File: config.mk
export PLATFORM = sky130hd
export DESIGN_NAME = seg_scan_ctrl
export DESIGN_NICKNAME = d
export VERILOG_FILES = /design/src/rtl/seg_scan_ctrl.sv
export SDC_FILE = /design/constraint.sdc
export NUM_CORES = 1
export LEC_CHECK = 0
export ABC_AREA = 1
export BUFFER_PORTS_ARGS = -buffer_cell sky130_fd_sc_hd__buf_2
export CAP_MARGIN = 20
export CORE_MARGIN = 2
export CORE_UTILIZATION = 59
export DETAILED_ROUTE_END_ITERATION = 12
export PLACE_DENSITY = 0.8
export SYNTH_ARGS = -nofsm -noshare
export SYNTH_HDL_FRONTEND = slang
export SYNTH_SLANG_ARGS = --single-unit
File: constraint.sdc
create_clock -name clk -period 2.6 [get_ports clk]
set_clock_uncertainty 0.1 [all_clocks]
set_input_delay 0.26 -clock clk [delete_from_list [all_inputs] [get_ports clk]]
set_output_delay 0.26 -clock clk [all_outputs]
set_load 0.05 [all_outputs]
File: src/rtl/seg_scan_ctrl.sv
// seg_scan_ctrl: time-multiplexed 7-segment scan controller.
// Single clock domain with a cycle-count prescaler. A blanking gap sits
// between digits. New display values are taken over a valid/ready port
// into a one-deep pending slot and committed at frame boundaries.
module seg_scan_ctrl #(
    parameter int CLK_HZ       = 100_000_000,
    parameter int REFRESH_HZ   = 70,
    parameter int NUM_DIGITS   = 4,
    parameter int BLANK_CYCLES = 16
) (
    input  logic                    clk,
    input  logic                    rst,
    input  logic                    wr_valid,
    output logic                    wr_ready,
    input  logic [4*NUM_DIGITS-1:0] wr_data,
    input  logic [NUM_DIGITS-1:0]   wr_dp,
    output logic [NUM_DIGITS-1:0]   an,
    output logic [6:0]              seg,
    output logic                    dp,
    output logic                    frame_start
);

    localparam int TICK_DIV = CLK_HZ / (REFRESH_HZ * NUM_DIGITS);
    localparam int CNT_MAX  = (TICK_DIV > BLANK_CYCLES) ? TICK_DIV : BLANK_CYCLES;
    localparam int PCNT_W   = (CNT_MAX > 1) ? $clog2(CNT_MAX) : 1;
    localparam int IDX_W    = $clog2(NUM_DIGITS);

    localparam logic [PCNT_W-1:0] SHOW_LAST  = PCNT_W'(TICK_DIV - 1);
    localparam logic [PCNT_W-1:0] BLANK_LAST = PCNT_W'(BLANK_CYCLES - 1);
    localparam logic [IDX_W-1:0]  IDX_LAST   = IDX_W'(NUM_DIGITS - 1);

    typedef enum logic {
        ST_BLANK = 1'b0,
        ST_SHOW  = 1'b1
    } state_e;

    state_e                         state_q, state_d;
    logic [IDX_W-1:0]               idx_q, idx_d;
    logic [PCNT_W-1:0]              pcnt_q, pcnt_d;
    logic [NUM_DIGITS-1:0][3:0]     disp_nib_q, disp_nib_d;
    logic [NUM_DIGITS-1:0]          disp_dp_q, disp_dp_d;
    logic [NUM_DIGITS-1:0][3:0]     pend_nib_q, pend_nib_d;
    logic [NUM_DIGITS-1:0]          pend_dp_q, pend_dp_d;
    logic                           pend_full_q, pend_full_d;
    logic [NUM_DIGITS-1:0]          an_q, an_d;
    logic [6:0]                     seg_q, seg_d;
    logic                           dp_q, dp_d;
    logic                           frame_start_q, frame_start_d;

    // Active-low gfedcba segment pattern for one hex nibble.
    function automatic logic [6:0] hex_decode(input logic [3:0] nib);
        logic [6:0] s;
        case (nib)
            4'h0: s = 7'h40;
            4'h1: s = 7'h79;
            4'h2: s = 7'h24;
            4'h3: s = 7'h30;
            4'h4: s = 7'h19;
            4'h5: s = 7'h12;
            4'h6: s = 7'h02;
            4'h7: s = 7'h78;
            4'h8: s = 7'h00;
            4'h9: s = 7'h10;
            4'hA: s = 7'h08;
            4'hB: s = 7'h03;
            4'hC: s = 7'h46;
            4'hD: s = 7'h21;
            4'hE: s = 7'h06;
            default: s = 7'h0E;
        endcase
        return s;
    endfunction

    // The pending slot being empty is the only ready condition; reset gates it off.
    assign wr_ready = ~pend_full_q & ~rst;

    // Next-state logic: scan FSM, prescaler, commit at frame wrap, write capture,
    // and the output image derived from the *next* state so pins switch with it.
    always_comb begin
        state_d       = state_q;
        idx_d         = idx_q;
        pcnt_d        = pcnt_q + PCNT_W'(1);
        disp_nib_d    = disp_nib_q;
        disp_dp_d     = disp_dp_q;
        pend_nib_d    = pend_nib_q;
        pend_dp_d     = pend_dp_q;
        pend_full_d   = pend_full_q;
        frame_start_d = 1'b0;
        an_d          = '1;
        seg_d         = 7'h7F;
        dp_d          = 1'b1;

        case (state_q)
            ST_SHOW: begin
                if (pcnt_q == SHOW_LAST) begin
                    state_d = ST_BLANK;
                    pcnt_d  = '0;
                end
            end
            default: begin
                if (pcnt_q == BLANK_LAST) begin
                    state_d = ST_SHOW;
                    pcnt_d  = '0;
                    if (idx_q == IDX_LAST) begin
                        // Frame boundary: digit 0 is next, commit any pending value.
                        idx_d         = '0;
                        frame_start_d = 1'b1;
                        if (pend_full_q) begin
                            disp_nib_d  = pend_nib_q;
                            disp_dp_d   = pend_dp_q;
                            pend_full_d = 1'b0;
                        end
                    end else begin
                        idx_d = idx_q + IDX_W'(1);
                    end
                end
            end
        endcase

        // Capture cannot collide with a commit: commit needs pend_full, capture needs it clear.
        if (wr_valid && wr_ready) begin
            pend_nib_d  = wr_data;
            pend_dp_d   = wr_dp;
            pend_full_d = 1'b1;
        end

        if (state_d == ST_SHOW) begin
            for (int i = 0; i < NUM_DIGITS; i++) begin
                an_d[i] = (idx_d != IDX_W'(i));
            end
            seg_d = hex_decode(disp_nib_d[idx_d]);
            dp_d  = ~disp_dp_d[idx_d];
        end
    end

    // State and registered outputs, synchronous reset.
    always_ff @(posedge clk) begin
        if (rst) begin
            state_q       <= ST_BLANK;
            idx_q         <= IDX_LAST;
            pcnt_q        <= '0;
            disp_nib_q    <= '0;
            disp_dp_q     <= '0;
            pend_nib_q    <= '0;
            pend_dp_q     <= '0;
            pend_full_q   <= 1'b0;
            an_q          <= '1;
            seg_q         <= 7'h7F;
            dp_q          <= 1'b1;
            frame_start_q <= 1'b0;
        end else begin
            state_q       <= state_d;
            idx_q         <= idx_d;
            pcnt_q        <= pcnt_d;
            disp_nib_q    <= disp_nib_d;
            disp_dp_q     <= disp_dp_d;
            pend_nib_q    <= pend_nib_d;
            pend_dp_q     <= pend_dp_d;
            pend_full_q   <= pend_full_d;
            an_q          <= an_d;
            seg_q         <= seg_d;
            dp_q          <= dp_d;
            frame_start_q <= frame_start_d;
        end
    end

    assign an          = an_q;
    assign seg         = seg_q;
    assign dp          = dp_q;
    assign frame_start = frame_start_q;

endmodule

==> flow_summary.ini, run 1 <==
[floorplan]
die_x_um = 83.0
io_pins = 37
start_util = 0.614
coreArea_um2 = 5990
die_area_um2 = 6890
core.rowCount = 28
die_y_um = 83.0

[timing]
slew_headroom = 0.601
timing.final.ws_setup_ps = 107
setup_violations = 0
final.min_clock_period_ps = 2490
final_max_slew_viol_count = 0
hold_viol_final = 0
fin_crit_sh = 0.959
fmax_mhz = 401
fin_tns_setup_ps = 0
tightest_slew_ps = 597

[cells_and_area]
antenna_cells = 0
final_nets = 613
drive_above_1_share = 0.283
stdcell_count = 661
seq_area_um2 = 1540
multi_input_area_um2 = 2000
area_growth_pct = 22.6
num-fill-cells = 449

[yosys]
synthTopCellsByCount = 124 x nand2_1, 76 x dfxtp_1, 72 x nor2_1
synthMostInstantiatedCell = nand2_1
yosysSeqAreaShare = 0.413
synthTopCellsByArea = dfxtp_1 41%, nand2_1 13%, nor2_1 7.3%
syn-num-nets = 552
yosys_most_used_dff = dfxtp_1
syn_area_per_cell_um2 = 7.08
yosysTopAreaCell = dfxtp_1
synth.distinct_cells = 36
syn_inst = 520
synth_edf_count = 0
syn_area_um2 = 3680
async_reset_ff_frac = 0
ys_seq_elements = 76
yosysWarningCount = 0
yosysTopAreaCellShare = 0.413

[pwr]
finalPower_uw = 2240
power.leakage_uw = 0.00197
ir_worst_vdd_uv = 627
powerDensity_nw_per_um2 = 496

[critical_path]
crit_required_ps = 2740
path_max_fanout = 5
worstSetupPathType = reg2reg
crit_path_start_kind = flip-flop
crit_arrival_ps = 2630
cp-end-kind = flip-flop

[global_routing]
grt.total_usage = 0.243
grt_max_degree = 28
antenna_found_initial = 0
overflow = 0
grt_pass1_vias = 3031
grt_pass1_wl_mm = 13.8

[min_path]
hold_path.class = in2reg

[cts]
tritoncts = yes
clkLatencyLatePin_ps = 360
root_buffer = clkbuf_8
clk_pin_slew_worst_paths_ps = 80
cts_max_path_buffers = 2
numClockSinks = 76
cts_buffers = 9
cts_max_level = 3

[routing]
vias = 3536
ant_nets = 0
dr.pass1.iters = 6
wl_per_cell_um = 13.8
drtIter0Drc = 188
route.detailed.drc = 0
drt-total-wl_mm = 9.14
viasPerCell = 5.35

[placed_design]
place_ws_ps = -47.1
dpl.cell_count = 629
io_buffers = 36
gp_congestion = 0.896
hpwl_mm = 5.84

[outcome]
status = finished, final reports clean

[run]
drv_cap = 0
==> area by class of cell <==
class / instances / share of cell area
clock buffers: 9 / 0.0275
flip-flops and latches: 76 / 0.342
multi-input cells: 358 / 0.443
repair buffers: 64 / 0.0882
inverters: 72 / 0.0610
clock inverters: 7 / 0.0169
well taps: 75 / 0.0208
==> timing repair <==
| item | CTS | global route |
|---|---|---|
| setup buffers | 3 | 9 |
| endpoints found under the hold margin | 2 | 1 |
| cloned | 0 | 1 |
| endpoints found under the setup margin | 4 | 7 |
| gates resized for setup | 3 | 69 |
| hold buffers | 2 | 1 |
| pin swaps | 3 | 26 |
==> path summary, 6_finish.rpt <==
check | startpoint | endpoint | slack [ps] | depth (start not counted)
worst max-delay path | pcnt_q[8]$_SDFF_PP0_ | seg[0]$_SDFF_PP1_ | 110 | 15
worst min-delay path | wr_dp[2] | pend_dp_q[2]$_SDFFE_PP0P_ | 6 | 3
worst max register to register | pcnt_q[8]$_SDFF_PP0_ | seg[0]$_SDFF_PP1_ | 110 | 15
worst min register to register | pcnt_q[0]$_SDFF_PP0_ | pcnt_q[0]$_SDFF_PP0_ | 350 | 1
==> sequential cells by signal, indices dropped and copies added (netlist names) <==
register	count
an	4
disp_dp_q	4
disp_nib_q	16
dp	1
frame_start	1
idx_q	2
pcnt_q	19
pend_dp_q	4
pend_full_q	1
pend_nib_q	16
seg	7
state_q	1
==> cell usage in the layout (no fill, tap or decap), types with 5 or more instances in the layout <==
cell	n
a21oi_1	23
buf_2	36
buf_4	25
clkbuf_8	9
dfxtp_1	64
dfxtp_2	9
inv_1	65
inv_2	5
nand2_1	111
nand2_2	20
nand2_4	5
nand3_1	24
nand3_2	5
nand4_1	7
nor2_1	63
nor2_2	12
nor2_4	11
nor3_1	8
o21ai_0	19
o21ai_1	12
==> critical path: stages, from the launching register on <==
cell     delay (ps)
dfxtp_4         380
nor2_4          120
nand2_2          70
nor2_4          120
nand4_1         270
nor2_4          260
nand2_1          70
o21ai_1         160
nor2_1           80
nor2_1          120
nand2_2         100
ha_4            180
inv_1            70
nand3_1         100
nand3_1         110
nand3_1          70
==> routing by layer <==
layer | global-route usage | part of all wire | vias to the layer above
met2 | 0.387 | 0.47 | 139
li1 | - | - | 1757
met3 | 0.0477 | 0.067 | 33
met4 | 0.0894 | 0.027 | 0
met5 | 0 | 0 | -
met1 | 0.329 | 0.44 | 1607
==> per-stage QoR <==
step           area (um^2)  hold WS [ps]  utilization
2_1_floorplan         3680           270            -
3_3_place_gp          3980           344        0.664
3_5_place_dp          3980           350        0.664
4_1_cts               4230          6.25        0.706
5_1_grt               4510          15.2        0.753
6_report              4510          5.54        0.753
==> logic make-up (layout without fill, tap and decap cells) <==
logic type,count (synthesis),after routing,share of synthesized area
AO/OA/AOI/OAI,60,60,0.0860
XOR/XNOR,5,5,0.0119
adder cells (fa/ha/maj),9,9,0.0306
buffers and inverters,87,152,0.0942
flip-flops,76,76,0.413
AND/OR/NAND/NOR,283,284,0.364
==> power by group <==
part	total, uW	switching [uW]	internal, uW
registers	1210	15.7	1190
clock network	918	470	448
logic	115	74.5	40.3
total	2240	561	1680
(Power assumes the default switching activity.)
==> run 2, diff against run 1 <==
Settings changed: CORE_MARGIN 2 to 5, CORE_UTILIZATION 59 to 30, PLACE_DENSITY 0.8 to unset, RECOVER_POWER set to 100.
==> flow_summary.ini, run 2 (synthesized netlist as in run 1, its figures left out) <==
[critical_path]
critPathSlowestCell = dfxtp_2
cp.buffers_inverters = 3
worst-r2r-cell-count = 18
cp_cell_sequence = ha_4 -> nand3_4 -> clkinv_1 -> nand3_2 -> nor2_8 -> nand3_1 -> nand2_2 -> nand2_2 -> inv_2 -> nand2_1 -> o21ai_0 -> nor2_1 -> buf_4 -> ha_1 -> nand3_1 -> nand2_1 -> nand2_1 -> nand3_1
max_stage_delay_ps = 360
reg2reg_slack_ps = 170
path_max_fanout = 5
crit_path_start_kind = flip-flop
worstSetupPathType = reg2reg
cp-end-kind = flip-flop
critPathTopFamily = simple AND/OR/NAND/NOR gates
crit_arrival_ps = 2550
crit_required_ps = 2710
reg2reg_from = pcnt_q[1]$_SDFF_PP0_
timing.rr.end = seg[3]$_SDFF_PP1_

[routing]
ant_nets = 0
viasPerCell = 4.49
route.detailed.drc = 0
drt-total-wl_mm = 8.53
wl_per_cell_um = 11.7
dr.pass1.iters = 4
vias = 3280
drtIter0Drc = 165

[timing]
final.min_clock_period_ps = 2430
fin_crit_sh = 0.936
final_max_slew_viol_count = 0
setup_violations = 0
slew_headroom = 0.459
hold_viol_final = 0
tightest_slew_ps = 812
fin_tns_setup_ps = 0
fmax_mhz = 411

[pwr]
p_sw_frac = 0.244
ir_worst_vdd_uv = 305
netSwitchingPower_uw = 621
combPwrFrac = 0.043
power.leakage_uw = 0.00197
pwr-share-seq = 0.475
p_clk_frac = 0.482
p_int_uw = 1920
powerDensity_nw_per_um2 = 562

[cells_and_area]
area_growth_pct = 22.9
final_core_util = 0.377
drive_above_1_share = 0.206
top_register = pcnt_q
antenna_cells = 0
seq_area_um2 = 1530
reg_top3 = pcnt_q (19), disp_nib_q (16), pend_nib_q (16)
final_common_cell = nand2_1
largest_register_ffs = 19
num-fill-cells = 1263
multi_input_area_um2 = 1890
final_nets = 610
most-common-layout-cells = 121 x nand2_1, 71 x dfxtp_1, 70 x nor2_1

[cts]
cts_max_path_buffers = 2
numClockSinks = 76
root_buffer = clkbuf_16
tritoncts = yes
ctsHoldBuffers = 0
cts_max_level = 3
cts_buffers = 9
clk_pin_slew_worst_paths_ps = 60
clkLatencyLatePin_ps = 340

[min_path]
min_from = wr_data[8]
hold_path.class = in2reg
min_to = pend_nib_q[8]$_SDFFE_PP0P_
holdPathStages = 3

[global_routing]
grt_max_degree = 24
overflow = 0
grt_pass1_wl_mm = 14.4
antenna_found_initial = 0
grt.total_usage = 0.121
grt_pass1_vias = 3109

[floorplan]
die_x_um = 121
start_util = 0.306
core.rowCount = 40
coreArea_um2 = 12000
die_area_um2 = 14600
die_y_um = 121
io_pins = 37

[outcome]
status = finished, final reports clean

[placed_design]
io_buffers = 36
hpwl_mm = 6.33
gp_congestion = 0.905

[run]
drv_cap = 0
-- run 2: changes by cell type in the layout (fill, tap and decap cells not counted), moves of 4 or more --
cell / delta
buf_2: -14
clkbuf_8: -8
nor2_1: +7
clkbuf_16: +9
nor2_2: -5
dfxtp_1: +7
clkbuf_1: +15
dfxtp_2: -4
nand2_1: +10
nand2_2: -9
-- run 2: layer usage --
metal	vias to the layer above	track usage	routed length [um]	share of wire
li1	1743	-	-	-
met1	1472	0.164	4330	0.51
met2	57	0.190	3780	0.44
met3	8	0.0257	274	0.032
met4	0	0.0446	134	0.016
met5	-	0	0	0
-- run 2: what timing repair did --
action	4_1_cts	5_1_grt
pin swaps	1	14
setup buffers	4	4
resized for setup	1	29
setup endpoints to repair	4	7
cloned	0	0
-- run 2: how the worst max path moves through the flow --
stage,cells past startpoint,from,endpoint
2_1_floorplan,15,pcnt_q[0]$_SDFF_PP0_,seg[1]$_SDFF_PP1_
3_3_place_gp,17,pcnt_q[1]$_SDFF_PP0_,seg[0]$_SDFF_PP1_
3_5_place_dp,17,pcnt_q[1]$_SDFF_PP0_,seg[3]$_SDFF_PP1_
4_1_cts,17,pcnt_q[1]$_SDFF_PP0_,seg[3]$_SDFF_PP1_
5_1_grt,18,pcnt_q[17]$_SDFF_PP0_,seg[3]$_SDFF_PP1_
6_report,18,pcnt_q[1]$_SDFF_PP0_,seg[3]$_SDFF_PP1_
-- run 2: final cells by class --
type                            count  area share
Tap cell                          147      0.0407
Timing Repair Buffer               62      0.0783
Inverter                           72      0.0598
Multi-Input combinational cell    357       0.419
Clock buffer                       10      0.0528
Sequential cell                    76       0.338
Clock inverter                      6      0.0119
-- run 2: power groups by stage --
stage	combinational [uW]	sequential (uW)	clock, uW
final	110	1210	1220
after CTS	113	1210	1250
after floorplan	69.1	1230	0
after detailed placement	112	1230	0
after global routing	125	1210	1310
after global placement	108	1230	0
-- run 2: worst min-delay path, cell delays in order --
cell and delay, ps:
buf_2 80, nand2_1 40, nand2_1 50
-- run 2: stage by stage --
stage                     hold WS, ps  power (uW)  std cells  worst slack [ps]  cell area (um^2)
after CTS                        15.0        2570        726              4.07              4440
after floorplan                   270        1300        520               212              3680
after detailed placement          349        1340        706             -22.5              4120
after global routing             33.4        2640        730             -30.8              4520
final                            20.9        2540        730               165              4520
after global placement            347        1340        706              68.9              4120
==> run 3, diff against run 2 <==
Settings changed: CORE_MARGIN 5 to 3, MAX_ROUTING_LAYER set to met4, REMOVE_ABC_BUFFERS set to 1.
==> flow_summary.ini, run 3 (synthesized netlist as in run 1, its figures left out) <==
[outcome]
status = finished, final reports clean

[cts]
tritoncts = yes
ctsHoldBuffers = 0
clk_pin_slew_worst_paths_ps = 60
cts_max_path_buffers = 2
numClockSinks = 76
root_buffer = clkbuf_16
cts_buffers = 9
clkLatencyLatePin_ps = 340
cts_max_level = 3

[cells_and_area]
largest_register_ffs = 19
seq_area_um2 = 1540
area_growth_pct = 26.1
antenna_cells = 0
most-common-layout-cells = 119 x nand2_1, 67 x dfxtp_1, 65 x inv_1, 65 x nor2_1, 29 x buf_4
reg_top3 = pcnt_q (19), disp_nib_q (16), pend_nib_q (16)
top_register = pcnt_q
final_nets = 616
multi_input_area_um2 = 1960
num-fill-cells = 1211
final_common_cell = nand2_1
final_core_util = 0.396
drive_above_1_share = 0.250

[placed_design]
hpwl_mm = 6.23
io_buffers = 36
gp_congestion = 0.791

[routing]
ant_nets = 0
vias = 3304
dr.pass1.iters = 4
route.detailed.drc = 0
wl_per_cell_um = 12.0
drtIter0Drc = 138
drt-total-wl_mm = 8.77
viasPerCell = 4.52

[timing]
tightest_slew_ps = 1360
final_max_slew_viol_count = 0
final.min_clock_period_ps = 2470
hold_viol_final = 0
fmax_mhz = 405
fin_crit_sh = 0.950
setup_violations = 0
slew_headroom = 0.0914

[critical_path]
crit_path_start_kind = flip-flop
reg2reg_slack_ps = 130
reg2reg_from = pcnt_q[0]$_SDFF_PP0_
crit_arrival_ps = 2580
worstSetupPathType = reg2reg
cp-end-kind = flip-flop
startpoint = pcnt_q[0]$_SDFF_PP0_
timing.rr.end = seg[0]$_SDFF_PP1_
path_max_fanout = 8
worst-r2r-cell-count = 18
crit_required_ps = 2710

[floorplan]
die_x_um = 117
start_util = 0.314
die_y_um = 117
die_area_um2 = 13600
io_pins = 37
core.rowCount = 39
coreArea_um2 = 11700

[run]
drv_cap = 0

[min_path]
min_from = wr_dp[0]
min_to = pend_dp_q[0]$_SDFFE_PP0P_
hold_path.class = in2reg
holdPathStages = 3

[global_routing]
antenna_found_initial = 0
grt_max_degree = 39
overflow = 0
grt.total_usage = 0.132
grt_pass1_wl_mm = 13.8
grt_pass1_vias = 2945

[pwr]
power.leakage_uw = 0.00202
finalPower_uw = 2480
ir_worst_vdd_uv = 306
powerDensity_nw_per_um2 = 534
## run 3: worst max path at each step
| stage | end | slack (ps) | cells after the start |
|---|---|---|---|
| 2_1_floorplan | seg[1]$_SDFF_PP1_ | 190 | 14 |
| 3_3_place_gp | seg[0]$_SDFF_PP1_ | 2 | 15 |
| 3_5_place_dp | seg[3]$_SDFF_PP1_ | -70 | 15 |
| 4_1_cts | seg[3]$_SDFF_PP1_ | 4 | 17 |
| 5_1_grt | seg[0]$_SDFF_PP1_ | -50 | 16 |
| 6_report | seg[0]$_SDFF_PP1_ | 130 | 18 |
## run 3: final cells by class
type / count / area share
inverters: 72 / 0.0582
well taps: 143 / 0.0385
clock buffers: 10 / 0.0515
repair buffers: 68 / 0.0897
flip-flops and latches: 76 / 0.332
multi-input cells: 357 / 0.422
clock inverters: 5 / 0.00808
## run 3: metrics by stage
step	TNS (ps)	instances	cell area, um^2	setup slack [ps]	hold slack (ps)
2_1_floorplan	0	505	3600	194	229
3_3_place_gp	0	700	4080	2.37	344
3_5_place_dp	-155	700	4080	-73.2	349
4_1_cts	0	715	4380	4.17	2.36
5_1_grt	-110	731	4640	-50.9	22.3
6_report	0	731	4640	131	10.5
## run 3: what timing repair did
| action | CTS | global route |
|---|---|---|
| setup endpoints to repair | 4 | 7 |
| resized for setup | 6 | 51 |
| gates cloned | 0 | 0 |
| pin swaps | 1 | 23 |
| buffers inserted | 0 | 16 |
## run 3: where the power goes
part,switching (uW),internal [uW]
Sequential,14.4,1190
Combinational,71.7,37.2
Clock,493,669
Total,580,1900
## run 3: worst max-delay path: stages, from the launching register on
cell      delay (ps)
dfxtp_4          350
ha_4             170
nand3_4           80
clkinv_1         100
nand3_2          130
nor2_8            60
buf_12           120
nand3_4           90
buf_4            160
nand2_1           50
o21ai_1          110
nor2_1            60
nor2_1           130
nand2_2          110
ha_4             190
inv_2             60
nand3_2          100
nand3_2           90
nand3_1           60
## run 3: layer usage
metal | up-vias | wire length [um] | track usage | part of all wire
met2 | 45 | 3970 | 0.199 | 0.45
li1 | 1759 | - | - | -
met3 | 14 | 327 | 0.0298 | 0.037
met4 | 0 | 187 | 0.0581 | 0.021
met1 | 1486 | 4280 | 0.170 | 0.49
met5 | - | 0 | - | 0
